File: config.mk
export PLATFORM = sky130hd
export DESIGN_NAME = cdc_tx_arbiter
export DESIGN_NICKNAME = d
export VERILOG_FILES = /design/src/rtl/cdc_tx_arbiter.sv
export SDC_FILE = /design/constraint.sdc
export NUM_CORES = 1
export LEC_CHECK = 0
export ABC_AREA = 1
export BUFFER_PORTS_ARGS = -buffer_cell sky130_fd_sc_hd__buf_2
export CAP_MARGIN = 15
export CORE_UTILIZATION = 45
export CTS_CLUSTER_DIAMETER = 120
export DETAILED_ROUTE_END_ITERATION = 12
export GPL_ROUTABILITY_DRIVEN = 0
export GPL_TIMING_DRIVEN = 1
export PLACE_DENSITY = 0.68
export SLEW_MARGIN = 30
export SYNTH_ARGS = -nofsm -noshare
export SYNTH_HDL_FRONTEND = slang
export SYNTH_SLANG_ARGS = --single-unit
File: constraint.sdc
create_clock -name i_clk -period 7.25 [get_ports i_clk]
set_clock_uncertainty 0.15 [all_clocks]
set_input_delay 1.0875 -clock i_clk [delete_from_list [all_inputs] [get_ports i_clk]]
set_output_delay 1.0875 -clock i_clk [all_outputs]
set_load 0.02 [all_outputs]
File: src/rtl/cdc_tx_arbiter.sv
// ----------------------------------------------------------------------------
// cdc_tx_arbiter
//
// Round-robin arbiter and launch sequencer for the source side of a 4-phase
// CDC handshake channel. Several clients share one channel. The winner's
// payload is captured together with its client index and launched through
// the channel's ready/busy interface. The word is held stable until the
// handshake completes, and completion is then reported to the winning client.
//
// Ports
//   i_clk          source-domain clock (also clocks the channel source side)
//   i_rst_n        asynchronous active-low reset
//   i_req          per-client request level, held until granted
//   i_data         flattened payloads, client k at [k*G_WIDTH +: G_WIDTH]
//   o_gnt          one-cycle pulse: the client's payload has been captured
//   o_done         one-cycle pulse: the granted transfer has completed
//   o_cdc_ready    one-cycle launch strobe to the channel
//   o_cdc_data     {client_id, payload} to the channel, registered
//   i_cdc_busy     channel busy flag
//   o_err_timeout  sticky watchdog flag, cleared only by reset
// ----------------------------------------------------------------------------
module cdc_tx_arbiter #(
    parameter int G_REQUESTERS = 4,
    parameter int G_WIDTH      = 4,
    parameter int G_TIMEOUT    = 1023,
    localparam int G_ID_W      = ($clog2(G_REQUESTERS) > 1) ? $clog2(G_REQUESTERS) : 1
) (
    input  logic                              i_clk,
    input  logic                              i_rst_n,
    input  logic [G_REQUESTERS-1:0]           i_req,
    input  logic [G_REQUESTERS*G_WIDTH-1:0]   i_data,
    output logic [G_REQUESTERS-1:0]           o_gnt,
    output logic [G_REQUESTERS-1:0]           o_done,
    output logic                              o_cdc_ready,
    output logic [G_WIDTH+G_ID_W-1:0]         o_cdc_data,
    input  logic                              i_cdc_busy,
    output logic                              o_err_timeout
);

    localparam int WD_W = $clog2(G_TIMEOUT + 1);

    localparam logic [1:0] ST_IDLE        = 2'd0;
    localparam logic [1:0] ST_LAUNCH      = 2'd1;
    localparam logic [1:0] ST_WAIT_ACCEPT = 2'd2;
    localparam logic [1:0] ST_WAIT_DONE   = 2'd3;

    logic [1:0]                  state_q, state_d;
    logic [G_ID_W-1:0]           last_q, last_d;
    logic [WD_W-1:0]             wd_q, wd_d;
    logic [G_REQUESTERS-1:0]     gnt_q, gnt_d;
    logic [G_REQUESTERS-1:0]     done_q, done_d;
    logic                        ready_q, ready_d;
    logic [G_WIDTH+G_ID_W-1:0]   data_q, data_d;
    logic                        err_q, err_d;

    // Unflattened view of the client payloads.
    logic [G_WIDTH-1:0] payload [G_REQUESTERS];

    genvar gi;
    generate
        for (gi = 0; gi < G_REQUESTERS; gi++) begin : g_payload
            assign payload[gi] = i_data[gi*G_WIDTH +: G_WIDTH];
        end
    endgenerate

    // Round-robin search: walk upward from the client after the last winner,
    // wrapping at G_REQUESTERS, and take the first active request.
    logic              found;
    logic [G_ID_W-1:0] win_idx;
    logic [G_ID_W-1:0] cand;

    always_comb begin
        found   = 1'b0;
        win_idx = '0;
        cand    = last_q;
        for (int off = 0; off < G_REQUESTERS; off++) begin
            if (cand == G_ID_W'(G_REQUESTERS - 1)) begin
                cand = '0;
            end else begin
                cand = cand + G_ID_W'(1);
            end
            if (!found && i_req[cand]) begin
                found   = 1'b1;
                win_idx = cand;
            end
        end
    end

    always_comb begin
        state_d = state_q;
        last_d  = last_q;
        wd_d    = wd_q;
        gnt_d   = '0;
        done_d  = '0;
        ready_d = ready_q;
        data_d  = data_q;
        err_d   = err_q;

        case (state_q)
            ST_IDLE: begin
                // A busy channel (including the busy it reports out of
                // reset) blocks any new grant.
                if (!i_cdc_busy && found) begin
                    gnt_d[win_idx] = 1'b1;
                    ready_d        = 1'b1;
                    data_d         = {win_idx, payload[win_idx]};
                    last_d         = win_idx;
                    wd_d           = '0;
                    state_d        = ST_LAUNCH;
                end
            end
            ST_LAUNCH: begin
                ready_d = 1'b0;
                state_d = ST_WAIT_ACCEPT;
            end
            ST_WAIT_ACCEPT: begin
                if (wd_q != WD_W'(G_TIMEOUT)) begin
                    wd_d = wd_q + WD_W'(1);
                end
                if (i_cdc_busy) begin
                    state_d = ST_WAIT_DONE;
                end
            end
            ST_WAIT_DONE: begin
                if (wd_q != WD_W'(G_TIMEOUT)) begin
                    wd_d = wd_q + WD_W'(1);
                end
                // data_q is untouched here: the destination samples it
                // asynchronously until busy falls.
                if (!i_cdc_busy) begin
                    done_d[last_q] = 1'b1;
                    state_d        = ST_IDLE;
                end
            end
            default: begin
                state_d = ST_IDLE;
            end
        endcase

        // The watchdog only flags; the transfer is never abandoned because
        // the launched word must stay stable until the channel lets go.
        if ((state_q == ST_WAIT_ACCEPT || state_q == ST_WAIT_DONE)
                && wd_d == WD_W'(G_TIMEOUT)) begin
            err_d = 1'b1;
        end
    end

    always_ff @(posedge i_clk or negedge i_rst_n) begin
        if (!i_rst_n) begin
            state_q <= ST_IDLE;
            last_q  <= G_ID_W'(G_REQUESTERS - 1);
            wd_q    <= '0;
            gnt_q   <= '0;
            done_q  <= '0;
            ready_q <= 1'b0;
            data_q  <= '0;
            err_q   <= 1'b0;
        end else begin
            state_q <= state_d;
            last_q  <= last_d;
            wd_q    <= wd_d;
            gnt_q   <= gnt_d;
            done_q  <= done_d;
            ready_q <= ready_d;
            data_q  <= data_d;
            err_q   <= err_d;
        end
    end

    assign o_gnt         = gnt_q;
    assign o_done        = done_q;
    assign o_cdc_ready   = ready_q;
    assign o_cdc_data    = data_q;
    assign o_err_timeout = err_q;

endmodule

Word level (Yosys, flattened, before mapping)
Index checks and enable logic that the tools add are counted.

Flip-flop bits (word level): 30. Input port bits: 23. Output and inout bits: 16. Word-level logic and storage cells: 93.

Add/sub/neg operators: 5. $lt $le $gt $ge: 9. Equal/unequal tests: 12. Mux-type cells: 40. Bitwise gates (word level): 1. Reductions and logical operators: 18.

Operator list (count): $mux W4 (6); $mux W2 (11); $mux W10 (2); $pmux W10 S2 (1); $lt A2 B3 Y1 const B (6); $eq A2 B2 Y1 const B (6); $mux W1 (11); $add A10 B1 Y10 const B (1); $eq A10 B10 Y1 const B (1); $ne A10 B10 Y1 const B (1); $add A2 B1 Y2 const B (4); $bmux W1 S2 (4); $bmux W4 S2 (1); $pmux W2 S4 (1); $logic_and A1 B1 Y1 (7); $ne A2 B2 Y1 const B (3); $demux W1 S2 (2); $ge A2 B1 Y1 const B (2); $logic_not A1 Y1 (4); $reduce_and A2 Y1 (2); $ge A3 B3 Y1 const B (1); $not A2 Y3 (1); $reduce_and A3 Y1 (1); $eq A2 B1 Y1 const B (1); 5 further kinds (5).

Depth between registers and ports, before layout
Depth after elaboration: 20. Depth in mapped cells: 19. Gate-level depth less buffers: 19.

Worst setup path after synthesis
OpenSTA, ideal clock, no wires.

Path type: input port to flip-flop. Start point: input port i_req[1]. End point: register data_q[0] (netlist: o_cdc_data[0]). Setup time: 130 ps. Arrival time: 2205 ps. Required time: 6970 ps. Slack: 4765 ps. Stages on the path: 14. Path buffers: 1. Cell sequence: inv_1 > o21ai_0 > nand2_1 > nand2_1 > nand2_2 > nand3_2 > inv_2 > nand3_1 > nand2_1 > nand2_2 > buf_6 > or2_0 > nand3_1 > nand3_1.

Longest elaborated chain between the ends: 16. Elaborated cells on any way between the ends: 28. Those cells by class: mux (19); bitwise (1); reduce/logical (8).

Ends and longest elaborated chain: from (decl) (RTL line 30) `input logic [G_REQUESTERS-1:0] i_req,`; $bmux W1 S2 (RTL line 82) `if (!found && i_req[cand]) begin`; $mux W1 (not written as such) (RTL line 82); $mux W1 (RTL line 82); $logic_not A1 Y1 (RTL line 82); $logic_and A1 B1 Y1 (RTL line 82); $mux W1 (RTL line 82); $logic_not A1 Y1 (RTL line 82); $logic_and A1 B1 Y1 (RTL line 82); $mux W1 (RTL line 82); $logic_not A1 Y1 (RTL line 82); $logic_and A1 B1 Y1 (RTL line 82); $mux W2 (RTL line 82); $not A2 Y3 (not written as such) (RTL line 106) `data_d = {win_idx, payload[win_idx]};`; $bmux W4 S2 (RTL line 106); $mux W4 (not written as such) (2 in a row) (RTL line 106); to (signal assigned) (RTL line 165) `data_q <= data_d;`; to (decl) (RTL line 53) `logic [G_WIDTH+G_ID_W-1:0] data_q, data_d;`.

Parallel ways exist; a longest one is shown, timed or not. The select of a mux whose other input is x is not followed. A chain may end at the register's enable or synchronous reset.

Final worst setup path
Start point: register last_q[0]. End point: register data_q[1] (netlist: o_cdc_data[1]).

Longest elaborated chain between the ends: 18. Elaborated cells on any way between the ends: 40. Those cells by class: add/sub (4); eq/ne (4); mux (23); bitwise (1); reduce/logical (8).

Ends and longest elaborated chain: from (decl) (RTL line 48) `logic [G_ID_W-1:0] last_q, last_d;`; from (signal assigned) (RTL line 151) `last_q <= G_ID_W'(G_REQUESTERS - 1);`; from (signal assigned) (RTL line 160) `last_q <= last_d;`; $add A2 B1 Y2 or $eq A2 B2 Y1 (tied branches) (RTL line 80, 77); $mux W2 (*) (RTL line 77) `if (cand == G_ID_W'(G_REQUESTERS - 1)) begin`; branches (longest 16 deep; another with $add A2 B1 Y2).

Every way passes the cells marked *. The select of a mux whose other input is x is not followed.

==> impl_metrics.json <==
{
  "status": "finished, final reports clean",
  "yosysUniqueCellTypes": 29,
  "numCtsBuffers": 5,
  "synth_xor_area_frac": 0.00472,
  "grt_use_total": 0.198,
  "p_sw_mw": 0.475,
  "finalSetupViolCount": 0,
  "coreArea_um2": 3800,
  "drt_iter0_markers": 98,
  "dpl.hpwl_um": 2880,
  "portBuffers": 38,
  "worstPathArrival_ns": 2.77,
  "critPathMaxFanout": 14,
  "maxSlewHeadroom": 0.564,
  "htree_num_levels": 2,
  "syn_area_per_cell_um2": 7.51,
  "synth_top_family_by_area": "simple AND/OR/NAND/NOR gates",
  "internal_power_mw": 0.505,
  "grt_max_degree": 31,
  "ir_drop_mv": 0.303,
  "tightestPinTransition_ns": 0.654,
  "ys_seq_area_frac": 0.406,
  "r2r_cells": 16,
  "synthTopCellsByArea": "dfrtp_1 38%, nand2_1 14%, ha_1 6.1%",
  "ctsResizeCount": 0,
  "power_leakage_nw": 1.19,
  "clock.fmax_mhz": 361,
  "cts_sinks": 30,
  "crit_type": "register to register",
  "synth_fp_nets": 279,
  "final_hold_viol_count": 0,
  "synth_mux_area_frac": 0,
  "die-area_um2": 4380,
  "synthToLayoutAreaGrowth_pct": 18.4,
  "cts_root_buffer": "clkbuf_8",
  "placed_cell_area_um2": 2090,
  "r2r-start": "last_q[0]",
  "post-route-util": 0.578,
  "holdWs_ns": 0.306,
  "switching_share": 0.484,
  "rsz0062_at_grt": "no",
  "antenna_cells": 0,
  "die-width_um": 66.2,
  "synth_compound_area_frac": 0.0864,
  "slew_viol_final": 0,
  "grt_overflow_total": 0,
  "routed_wl_um": 3770,
  "synthArstFlopShare": 1.00,
  "power_density_nw_per_um2": 447,
  "fin_area_um2": 2190,
  "postCtsHoldBufs": 0,
  "synth-warning-count": 0,
  "rows": 22,
  "cts_tree": "yes",
  "tns_ns": 0,
  "synth-main-ff-cell": "dfrtp_1",
  "clkTransAtPathRegs_ns": 0.06,
  "wl_per_cell_um": 11.1,
  "drc": 0,
  "required_ns": 7.26,
  "min_period_ns": 2.77,
  "clockPowerShare": 0.167,
  "clk_latency_ns": 0.28,
  "synthCells": 247,
  "total_power_mw": 0.980,
  "period_share": 0.382,
  "cp-startpoint": "last_q[0]",
  "via_per_inst": 4.83,
  "synth_area_um2": 1850,
  "drive_above_1_share": 0.241,
  "cts_buffer_depth": 2,
  "drv_cap": 0,
  "firstDrtPassIters": 4,
  "post_cts_buffers": 0,
  "grt_pass1_vias": 1461,
  "antenna_found_initial": 0,
  "seqPwrFrac": 0.253,
  "end_kind": "register",
  "endpoint": "o_cdc_data[1]",
  "fin_nets": 322,
  "yosys.area_share.simple": 0.364,
  "ant_nets": 0,
  "r2r_slack_ns": 4.48,
  "synth_edf_count": 0,
  "hold_path_depth": 2,
  "r2r-end": "o_cdc_data[1]",
  "ys_seq_elements": 30,
  "grt_pass1_wl_um": 6380,
  "synth_top_cell_by_area": "dfrtp_1",
  "hp-class": "register to register",
  "synth_top_area_share": 0.378,
  "start_util": 0.488,
  "combPwrFrac": 0.580,
  "synthAdderAreaFrac": 0.0607,
  "critPathLaunchType": "register",
  "vias": 1636,
  "die_h_um": 66.2,
  "ios": 39
}
## final cells by class
type	count	area, um2
clock buffer	7	76.3
clock inverter	1	30.0
fill	377	1600
inverter	34	128
multi-input combinational	181	957
sequential	30	753
tap	48	60.1
timing repair buffer	38	190
## cell usage after synthesis, types with 2 or more instances
library cell  instances
nand2_1              70
dfrtp_1              28
inv_1                28
nor2_1               25
nand3_1              21
ha_1                  9
nand2_2               8
o211ai_1              8
o21ai_0               8
inv_2                 5
a21oi_1               4
nand2_4               3
nand4_1               3
nor2_4                3
or2_0                 3
or2_1                 3
or2_2                 3
a31oi_1               2
dfstp_2               2
o21ai_1               2
## how the worst min path moves through the flow
stage                  startpoint            end  slack (ns)
finish              o_err_timeout  o_err_timeout        0.31
global route        o_err_timeout  o_err_timeout        0.37
CTS                 o_err_timeout  o_err_timeout        0.31
detailed placement  o_err_timeout  o_err_timeout        0.30
global placement    o_err_timeout  o_err_timeout        0.30
floorplan                 wd_q[8]        wd_q[8]        0.33
## per-stage QoR
step	setup slack [ns]	instances
6_report	4.48	339
3_5_place_dp	4.40	331
4_1_cts	4.47	339
3_3_place_gp	4.44	331
2_1_floorplan	4.76	247
5_1_grt	4.17	339
## state kept, by name (all words and copies together) (netlist names)
signal	count
o_cdc_ready	1
o_err_timeout	1
o_cdc_data	6
wd_q	10
o_done	4
state_q	2
last_q	2
o_gnt	4
## per-layer routing
metal,track usage,wire [um],up-vias
met5,0,0,-
met4,0.0665,53,0
met3,0.0586,139,6
met2,0.315,1720,35
met1,0.255,1860,729
li1,-,-,866
## logic make-up after synthesis
family          Yosys count
flops                    30
compound gates           26
simple gates            145
fa+ha+maj                 9
buf+inv                  36
xor+xnor                  1
## placed cells by master (no fill, tap or decap)
cell type   n
o2111ai_1   1
nand3_1    21
nor2_2      1
or2_1       3
nand3_2     1
o211ai_1    8
nor2_1     25
nor3_1      1
or2_0       3
a31oi_1     2
clkinv_1    1
o21ai_1     2
nand2_2     8
or2_2       3
nor2_4      3
o21ai_0     8
buf_2      38
a21oi_1     4
clkbuf_8    5
nand2_4     3
inv_1      28
nand2_1    70
ha_1        9
dfstp_2     2
dfrtp_1    28
xnor2_1     1
inv_2       5
bufinv_16   1
nand4_1     3
clkbuf_1    2
a2bb2oi_1   1
## power by group through the flow
stage	Combinational [mW]	Sequential, mW	Clock (mW)
floorplan	0.432	0.277	0
global placement	0.560	0.252	0
detailed placement	0.570	0.250	0
CTS	0.572	0.249	0.168
global route	0.649	0.255	0.177
finish	0.568	0.248	0.164
## worst max-delay path, stage by stage, from the launching register on
cell and delay [ns]:
dfstp_2 0.62, inv_2 0.09, ha_1 0.40, inv_2 0.09, nand2_1 0.12, nand2_4 0.07
nand2_2 0.06, nand2_2 0.07, nand2_1 0.08, nor2_2 0.04, nor2_1 0.08, nand2_1 0.06
nand2_2 0.20, inv_2 0.12, or2_1 0.22, nand3_1 0.09, nand3_1 0.08
Note: power is estimated with default switching activity, not from simulation.
